$ cat src/rtl/rv_fetch_queue.sv
// Instruction-fetch front end: issues sequential word reads to instruction
// memory with a bounded number of requests in flight, buffers the in-order
// responses in a small FIFO tagged with their pc, and hands {pc, instr} to
// decode over a valid/ready handshake. A redirect flushes the FIFO, restarts
// fetch at the new target and marks every unanswered request as stale so
// its response is thrown away when it eventually returns.
module rv_fetch_queue #(
  parameter int XLEN            = 32,
  parameter int DEPTH           = 4,
  parameter int MAX_OUTSTANDING = 2
) (
  input  logic                     clk,
  input  logic                     reset,
  input  logic [XLEN-1:0]          reset_pc,
  output logic                     imem_req_valid,
  output logic [XLEN-1:0]          imem_req_addr,
  input  logic                     imem_req_ready,
  input  logic                     imem_rsp_valid,
  input  logic [XLEN-1:0]          imem_rsp_data,
  input  logic                     redirect_valid,
  input  logic [XLEN-1:0]          redirect_pc,
  output logic                     inst_valid,
  output logic [XLEN-1:0]          inst_data,
  output logic [XLEN-1:0]          inst_pc,
  input  logic                     inst_ready,
  output logic [$clog2(DEPTH):0]   occupancy,
  output logic                     err_spurious
);

  // Pointer width, occupancy width and a counter width wide enough to hold
  // occupancy plus outstanding requests without overflow.
  localparam int PW = $clog2(DEPTH);
  localparam int OW = PW + 1;
  localparam int CW = PW + 2;

  typedef enum logic {
    BOOT,
    RUN
  } state_e;

  state_e            state_q;
  logic [XLEN-1:0]   fetchPc_q, fetchPc_d;
  logic [XLEN-1:0]   rspPc_q, rspPc_d;
  logic [CW-1:0]     inflight_q, inflight_d;
  logic [CW-1:0]     dropCnt_q, dropCnt_d;
  logic [OW-1:0]     count_q, count_d;
  logic [PW-1:0]     rdPtr_q, rdPtr_d;
  logic [PW-1:0]     wrPtr_q, wrPtr_d;
  logic              errSpurious_q;
  logic [XLEN-1:0]   dataMem_q [DEPTH];
  logic [XLEN-1:0]   pcMem_q [DEPTH];

  logic [XLEN-1:0]   redirectAligned;
  logic [XLEN-1:0]   bootAligned;
  logic [CW-1:0]     live;
  logic              hasCredit;
  logic              fire;
  logic              rspSpurious;
  logic              rspLive;
  logic              rspDropped;
  logic              pushEn;
  logic              popEn;
  logic              restart;

  assign redirectAligned = redirect_pc & ~XLEN'(3);
  assign bootAligned     = reset_pc & ~XLEN'(3);

  // Requests that will still produce a FIFO entry; stale ones do not need
  // buffer space, but they still hold a slot of the outstanding limit.
  assign live      = inflight_q - dropCnt_q;
  assign hasCredit = ((CW'(count_q) + live) < CW'(DEPTH)) &&
                     (inflight_q < CW'(MAX_OUTSTANDING));

  assign imem_req_valid = (state_q == RUN) && !redirect_valid && hasCredit;
  assign imem_req_addr  = fetchPc_q;
  assign fire           = imem_req_valid && imem_req_ready;

  // A response with nothing outstanding is ignored entirely; otherwise it
  // retires one request and is either dropped as stale or buffered.
  assign rspSpurious = imem_rsp_valid && (inflight_q == '0);
  assign rspLive     = imem_rsp_valid && !rspSpurious;
  assign rspDropped  = rspLive && (dropCnt_q != '0);
  assign pushEn      = rspLive && !rspDropped && !redirect_valid;
  assign popEn       = inst_valid && inst_ready && !redirect_valid;

  // Leaving BOOT and taking a redirect both reload the fetch stream.
  assign restart = redirect_valid || (state_q == BOOT);

  assign inst_valid   = (count_q != '0);
  assign inst_data    = inst_valid ? dataMem_q[rdPtr_q] : '0;
  assign inst_pc      = inst_valid ? pcMem_q[rdPtr_q] : '0;
  assign occupancy    = count_q;
  assign err_spurious = errSpurious_q;

  // Next-state for the fetch pointer, credit counters and FIFO bookkeeping.
  always_comb begin
    fetchPc_d  = fetchPc_q;
    rspPc_d    = rspPc_q;
    dropCnt_d  = dropCnt_q;
    rdPtr_d    = rdPtr_q;
    wrPtr_d    = wrPtr_q;
    inflight_d = inflight_q + CW'(fire) - CW'(rspLive);
    count_d    = count_q + OW'(pushEn) - OW'(popEn);

    if (fire) begin
      fetchPc_d = fetchPc_q + XLEN'(4);
    end
    if (rspDropped) begin
      dropCnt_d = dropCnt_q - CW'(1);
    end
    if (pushEn) begin
      wrPtr_d = wrPtr_q + PW'(1);
      rspPc_d = rspPc_q + XLEN'(4);
    end
    if (popEn) begin
      rdPtr_d = rdPtr_q + PW'(1);
    end

    if (restart) begin
      fetchPc_d = redirect_valid ? redirectAligned : bootAligned;
      rspPc_d   = fetchPc_d;
      dropCnt_d = inflight_q - CW'(rspLive);
      count_d   = '0;
      rdPtr_d   = '0;
      wrPtr_d   = '0;
    end
  end

  // Control state, counters and sticky error flag; reset clears everything.
  always_ff @(posedge clk or negedge reset) begin
    if (!reset) begin
      state_q       <= BOOT;
      fetchPc_q     <= '0;
      rspPc_q       <= '0;
      inflight_q    <= '0;
      dropCnt_q     <= '0;
      count_q       <= '0;
      rdPtr_q       <= '0;
      wrPtr_q       <= '0;
      errSpurious_q <= 1'b0;
    end else begin
      if (state_q == BOOT) begin
        state_q <= RUN;
      end
      fetchPc_q  <= fetchPc_d;
      rspPc_q    <= rspPc_d;
      inflight_q <= inflight_d;
      dropCnt_q  <= dropCnt_d;
      count_q    <= count_d;
      rdPtr_q    <= rdPtr_d;
      wrPtr_q    <= wrPtr_d;
      if (rspSpurious) begin
        errSpurious_q <= 1'b1;
      end
    end
  end

  // FIFO storage; contents need no reset because the outputs are gated by
  // inst_valid. The credit rule guarantees a push never meets a full FIFO.
  always_ff @(posedge clk) begin
    if (pushEn) begin
      assert (count_q != OW'(DEPTH));
      dataMem_q[wrPtr_q] <= imem_rsp_data;
      pcMem_q[wrPtr_q]   <= rspPc_q;
    end
  end

endmodule

$ cat config.mk
export PLATFORM = sky130hd
export DESIGN_NAME = rv_fetch_queue
export DESIGN_NICKNAME = d
export VERILOG_FILES = /design/src/rtl/rv_fetch_queue.sv
export SDC_FILE = /design/constraint.sdc
export NUM_CORES = 1
export LEC_CHECK = 0
export BUFFER_PORTS_ARGS = -buffer_cell sky130_fd_sc_hd__buf_2
export CAP_MARGIN = 20
export CELL_PAD_IN_SITES_DETAIL_PLACEMENT = 1
export CELL_PAD_IN_SITES_GLOBAL_PLACEMENT = 1
export CORE_ASPECT_RATIO = 0.9
export CORE_UTILIZATION = 45
export CTS_BUF_LIST = sky130_fd_sc_hd__clkbuf_16
export CTS_CLUSTER_SIZE = 28
export DETAILED_ROUTE_END_ITERATION = 7
export PLACE_DENSITY_LB_ADDON = 0.1
export SLEW_MARGIN = 25
export SYNTH_ARGS = -nofsm -noshare
export SYNTH_HDL_FRONTEND = slang
export SYNTH_SLANG_ARGS = --single-unit
$ cat constraint.sdc
create_clock -name clk -period 5.4 [get_ports clk]
set_clock_uncertainty 0.2 [all_clocks]
set_input_delay 0.54 -clock clk [delete_from_list [all_inputs] [get_ports clk]]
set_output_delay 0.54 -clock clk [all_outputs]
set_load 0.01 [all_outputs]
---- After elaboration in Yosys (flattened, before gate mapping) ----
Memory sizes are Yosys's and may differ from the RTL's.
Index checks and enable logic that the tools add are counted.
cells by class
  add/subtract/negate cells ............... 12
  $lt $le $gt $ge ......................... 2
  muxes and demuxes ....................... 16
  bitwise gates (word level) .............. 1
  reductions and logical operators ........ 22
operator list
  kind                   number
  $mux 32                7
  $add 32x3->32 const B  2
  $logic_and 1x1->1      11
  $mux 2                 4
  $mux 4                 2
  $reduce_bool 2->1      4
  $sub 4x1->4            2
  $add 2x1->2 const B    2
  $add 3x4->4            1
  $add 4x1->4            1
  $logic_not 4->1        1
  $lt 4x2->1 const B     1
  $lt 4x3->1 const B     1
  $reduce_bool 4->1      1
  $sub 4x1->4 const B    1
  $sub 4x4->4            1
  $add 3x1->3            1
  $logic_not 1->1        3
  $mux 3                 1
  $reduce_bool 3->1      1
  $sub 3x1->3            1
  $mux 1                 2
  $logic_or 1x1->1       1
  $not 1->1              1
storage, ports and cells
  bits in registers ....................... 81
  memory bits (writable) .................. 256
  input port bits ......................... 102
  output and inout port bits .............. 102
  logic and storage cells ................. 64
  memories ................................ 2
memories
  memory     words  width  read ports  clocked after Yosys merged registers in  write ports  RTL line  text
  dataMem_q  4      32     1           0                                        1            50        logic [XLEN-1:0] dataMem_q [DEPTH];
  pcMem_q    4      32     1           0                                        1            51        logic [XLEN-1:0] pcMem_q [DEPTH];

---- Logic depth before layout (Yosys ltp) ----
  word-level depth ........................ 11
  gate-level depth with buffers ........... 16

---- Worst setup path after synthesis ----
Ideal clock, no wire load.
  kind .................................... register to register
  start point ............................. reg count_q[2] (netlist: occupancy[2])
  end point ............................... reg inflight_q[2]
  setup time .............................. 0.123 ns
  arrival ................................. 3.357 ns
  slack ................................... 1.720 ns
  cell stages (with the launch flop) ...... 16
  buffers on the path ..................... 1
  cells stage by stage .................... dfrtp_1 > inv_1 > fa_1 > inv_1 > ha_1 > a21oi_1 > and3_4 > o221a_4 > buf_6 > nand2_1 > ha_1 > inv_1 > ha_1 > inv_1 > fa_1 > xor2_1
on the way
  word-level cells in the longest chain between the ends .. 7
RTL lines
  what                    RTL line  text
  from (decl)             46        logic [OW-1:0] count_q, count_d;
  from (signal assigned)  149       count_q <= count_d;
  $add 3x4->4             71        assign hasCredit = ((CW'(count_q) + live) < CW'(DEPTH)) &&
  $lt 4x3->1              71
  $logic_and 1x1->1       71
  $logic_and 1x1->1       74        assign imem_req_valid = (state_q == RUN) && !redirect_valid && hasCredit;
  $logic_and 1x1->1       76        assign fire = imem_req_valid && imem_req_ready;
  $add 4x1->4             102       inflight_d = inflight_q + CW'(fire) - CW'(rspLive);
  $sub 4x1->4             102
  via inflight_d[2]       44        logic [CW-1:0] inflight_q, inflight_d;
  to (signal assigned)    147       inflight_q <= inflight_d;
  to (decl)               44
The timed path passes the listed nets, and every way through them passes these cells.
A chain may end at the register's enable or synchronous reset.

---- Worst setup path after layout ----
  start point ............................. reg inflight_q[1]
  end point ............................... reg inflight_q[2]
on the way
  word-level cells in the longest chain between the ends .. 8
  elaborated cells on any way between the ends .. 13
  those cells by class .................... add/sub (4); order compare (2); reduce/logical (7)
RTL lines
  what               RTL line  text
  $sub 4x4->4        70        assign live = inflight_q - dropCnt_q;
  $add 3x4->4        71
  $lt 4x3->1         71
  $logic_and 1x1->1  71
  $logic_and 1x1->1  74
  $logic_and 1x1->1  76
  $add 4x1->4        102
  $sub 4x1->4 (*)    102
  via inflight_d[2]  44
Mark *: on every way through the listed nets, which the timed path passes. The rest lies on a longest branch.

==> metrics.md <==
| Metric | Value |
|---|---|
| M1 WL | 16780 µm |
| Initial Util | 46.16% |
| RSZ-0062 raised after global routing | false |
| Crit path arrival time | 4.27 ns |
| Number of global-route vias before repair | 10130 |
| Grt total ovfl | 0 |
| IO Pins | 204 |
| Met2 WL | 17590 µm |
| Max-slew violations | 0 |
| Die ar. | 33750 µm² |
| Syn Std Cell Area | 14860 µm² |
| Setup TNS | 0 ns |
| Clk sinks | 325 |
| Asr flop ratio synth | 23.69% |
| Nets@finish | 1358 |
| Met3 wire length | 1769 µm |
| Rel. slew slack | 33.60% |
| DR vias | 9523 |
| I/O Buffers | 195 |
| Fillcell total | 3181 |
| Leakage | 0.006518 µW |
| CP endpoint kind | flop |
| Share of cells above drive strength 1 | 28.46% |
| Syn avg cell area | 14.26 µm² |
| Worst-Margin Slew | 0.9959 ns |
| Placed cell area | 16220 µm² |
| XOR/XNOR Fraction of Synth Area | 0.9852% |
| Synth Warn # | 0 |
| Core footprint | 32190 µm² |
| Run status | finished clean |
| Clk Latency, worst-skew pair | 0.52 ns |
| Synth cell types | 72 |
| Kind of critical path | reg -> reg |
| WHS | 0.03330 ns |
| Startpoint Class | flop |
| Count of final setup violators | 0 |
| Initial antenna violation count | 1 |
| Worst path required time | 5.60 ns |
| CTS tree | built |
| Post-synthesis compound-gate area fraction | 9.650% |
| Pre-antenna DRT Iters | 4 |
| Cts hold-fix bufs | 1 |
| Register area | 9379 µm² |
| Post-CTS Resized | 0 |
| Total CTS buffers | 36 |
| Wire per inst | 21.94 µm |
| Root Buffer | clkbuf_16 |
| Post-DP HPWL | 24080 µm |
| Post-synth EDFFs | 248 |
| Post-Synth Adder-Cell Area | 2.307% |
| Ranking of synthesized cells by area | edfxtp_1, dfrtp_1, mux4_2, nor2b_1, a21oi_1 |
| GPL Wtd Cong | 0.7806 |
| Largest net degree at the start of global routing | 66 |
| FF+latch count, synth | 325 |
| Die X | 193.5 µm |
| Maxcap violations | 0 |
| Power Dens Cells | 365.3 nW/µm² |
| P&R area growth vs syn | 17.72% |
| Max clock buf depth | 3 |
| Post-route antenna net violation count | 0 |
| Tmin final | 4.074 ns |
| Final Hold Fails | 0 |
| Highest clock rate | 0.2454 GHz |
| Final WL | 36730 µm |
| H-Tree Depth | 2 |
| Worst min path class | in -> reg |
| Diodes inserted | 0 |
| Global Route Usage Sum | 22.18% |
| Site Rows | 62 |
| Worst-path clk slew | 0.06 ns |
| Yosys top cell area share | 50.12% |
| Iter 0 DRT Violations | 333 |
| Final Cell Area | 17490 µm² |
| Number of buffers inserted by post-CTS setup repair | 0 |
| # DRC | 0 |
| Via density | 5.689 |
| Top sig layer | met5 |
| Crit share post-route | 75.45% |
| Area leader, netlist | edfxtp_1 |
| Die height | 174.4 µm |
| Simple-gate share of the synthesized area | 11.14% |
| Sequential-to-total area share from yosys stat | 63.09% |
| DP Worst Slack | 1.309 ns |
| Mapped Cells | 1042 |
| First-pass GRT wire length | 58060 µm |
| Post-route worst setup slack | 1.326 ns |
| Multiplexer share of the synthesized area | 9.599% |
| Most used DFF post-synth | edfxtp_1 |
| Multi-input gate area | 5041 µm² |
| Combinational family with the most area after synthesis | simple AND/OR/NAND/NOR gates |
| Max FO, Critical Path | 16 |
| Highest ir drop seen on vdd | 0.1882 mV |
-- synth_stat cells (21+ instances only) --
master	n
a21oi_1	75
clkbuf_1	33
dfrtp_1	77
edfxtp_1	248
ha_1	21
inv_1	36
mux4_2	62
nand2_1	54
nand3_1	26
nor2_1	35
nor2b_1	64
o21ai_0	44
-- flip-flops by register name (all words and copies together) (netlist names) --
signal and count:
inflight_q 4, pcMem_q 120, occupancy 3, wrPtr_q 2, state_q 1, rdPtr_q 2, rspPc_q 30, imem_req_addr 30
dropCnt_q 4, err_spurious 1, dataMem_q 128
-- power breakdown --
group / leakage [µW] / switching, µW / internal (µW) / total, µW
clock network: 0.000624 / 1000 / 1570 / 2570
logic: 0.00267 / 483 / 361 / 844
registers: 0.00323 / 152 / 2830 / 2980
total: 0.00652 / 1640 / 4750 / 6390
-- metal layers --
metal	up-vias	GRT usage (%)
met5	-	0
met4	2	5.100
met3	36	3.861
met2	238	36.58
met1	4862	30.79
li1	4385	-
-- area by class of cell --
cell class | count | area share (%)
sequential | 325 | 53.62
inverter | 37 | 0.7940
clock inverter | 29 | 1.981
multi-input combinational | 618 | 28.82
clock buffer | 36 | 5.150
timing repair buffer | 213 | 6.660
tap | 416 | 2.976
-- per-stage QoR --
step / std cells / util, % / total power, µW
floorplan: 1045 / - / 3578
global placement: 1606 / 50.31 / 3832
detailed placement: 1607 / 50.39 / 3874
CTS: 1673 / 54.30 / 6444
global route: 1674 / 54.33 / 6644
finish: 1674 / 54.33 / 6390
-- critical path, stage by stage, from the launching register on --
cell and delay, ns:
dfrtp_1 0.46, inv_1 0.19, fa_1 0.54, inv_1 0.05
ha_1 0.30, nand3b_1 0.11, a21oi_1 0.44, o221a_4 0.44
nand2_1 0.12, ha_1 0.29, inv_1 0.05, ha_1 0.16
inv_1 0.06, fa_1 0.38, xor2_1 0.17
-- worst paths after layout --
path	from	to	slack [ns]	depth (start not counted)
max	inflight_q[1]$_DFF_PN0_	inflight_q[2]$_DFF_PN0_	1.33	14
min	imem_rsp_data[11]	dataMem_q[3][11]$_DFFE_PP_	0.03	1
max reg2reg	inflight_q[1]$_DFF_PN0_	inflight_q[2]$_DFF_PN0_	1.33	14
min reg2reg	err_spurious$_DFFE_PN0P_	err_spurious$_DFFE_PN0P_	0.27	1
max in group asynchronous	reset	rdPtr_q[0]$_DFFE_PN0P_	3.67	3
min in group asynchronous	reset	imem_req_addr[16]$_DFFE_PN0P_	0.40	2
-- cells by family (layout without fill, tap and decap cells) --
group                    Yosys count  count (layout)
buffers and inverters            102             315
multiplexers                      65              65
AO/OA/AOI/OAI                    218             218
flip-flops                       325             325
adder cells (fa/ha/maj)           25              25
XOR/XNOR                          15              15
AND/OR/NAND/NOR                  290             290
other                              2               5
-- layout by cell type (no fill, tap or decap), types with 10 or more instances in the layout --
cell type	n
edfxtp_1	248
buf_2	194
a21oi_1	75
dfrtp_1	75
nor2b_1	63
mux4_2	62
nand2_1	54
o21ai_0	44
inv_1	40
clkbuf_16	36
nor2_1	35
nand3_1	26
ha_1	21
nor3b_1	20
a2bb2oi_1	19
nand4_1	18
a22oi_1	15
o31ai_1	14
buf_4	14
nor3_1	12
and3_1	11
nand2b_1	10
a31oi_1	10
o22a_1	10
Note: power is estimated with default switching activity, not from simulation.
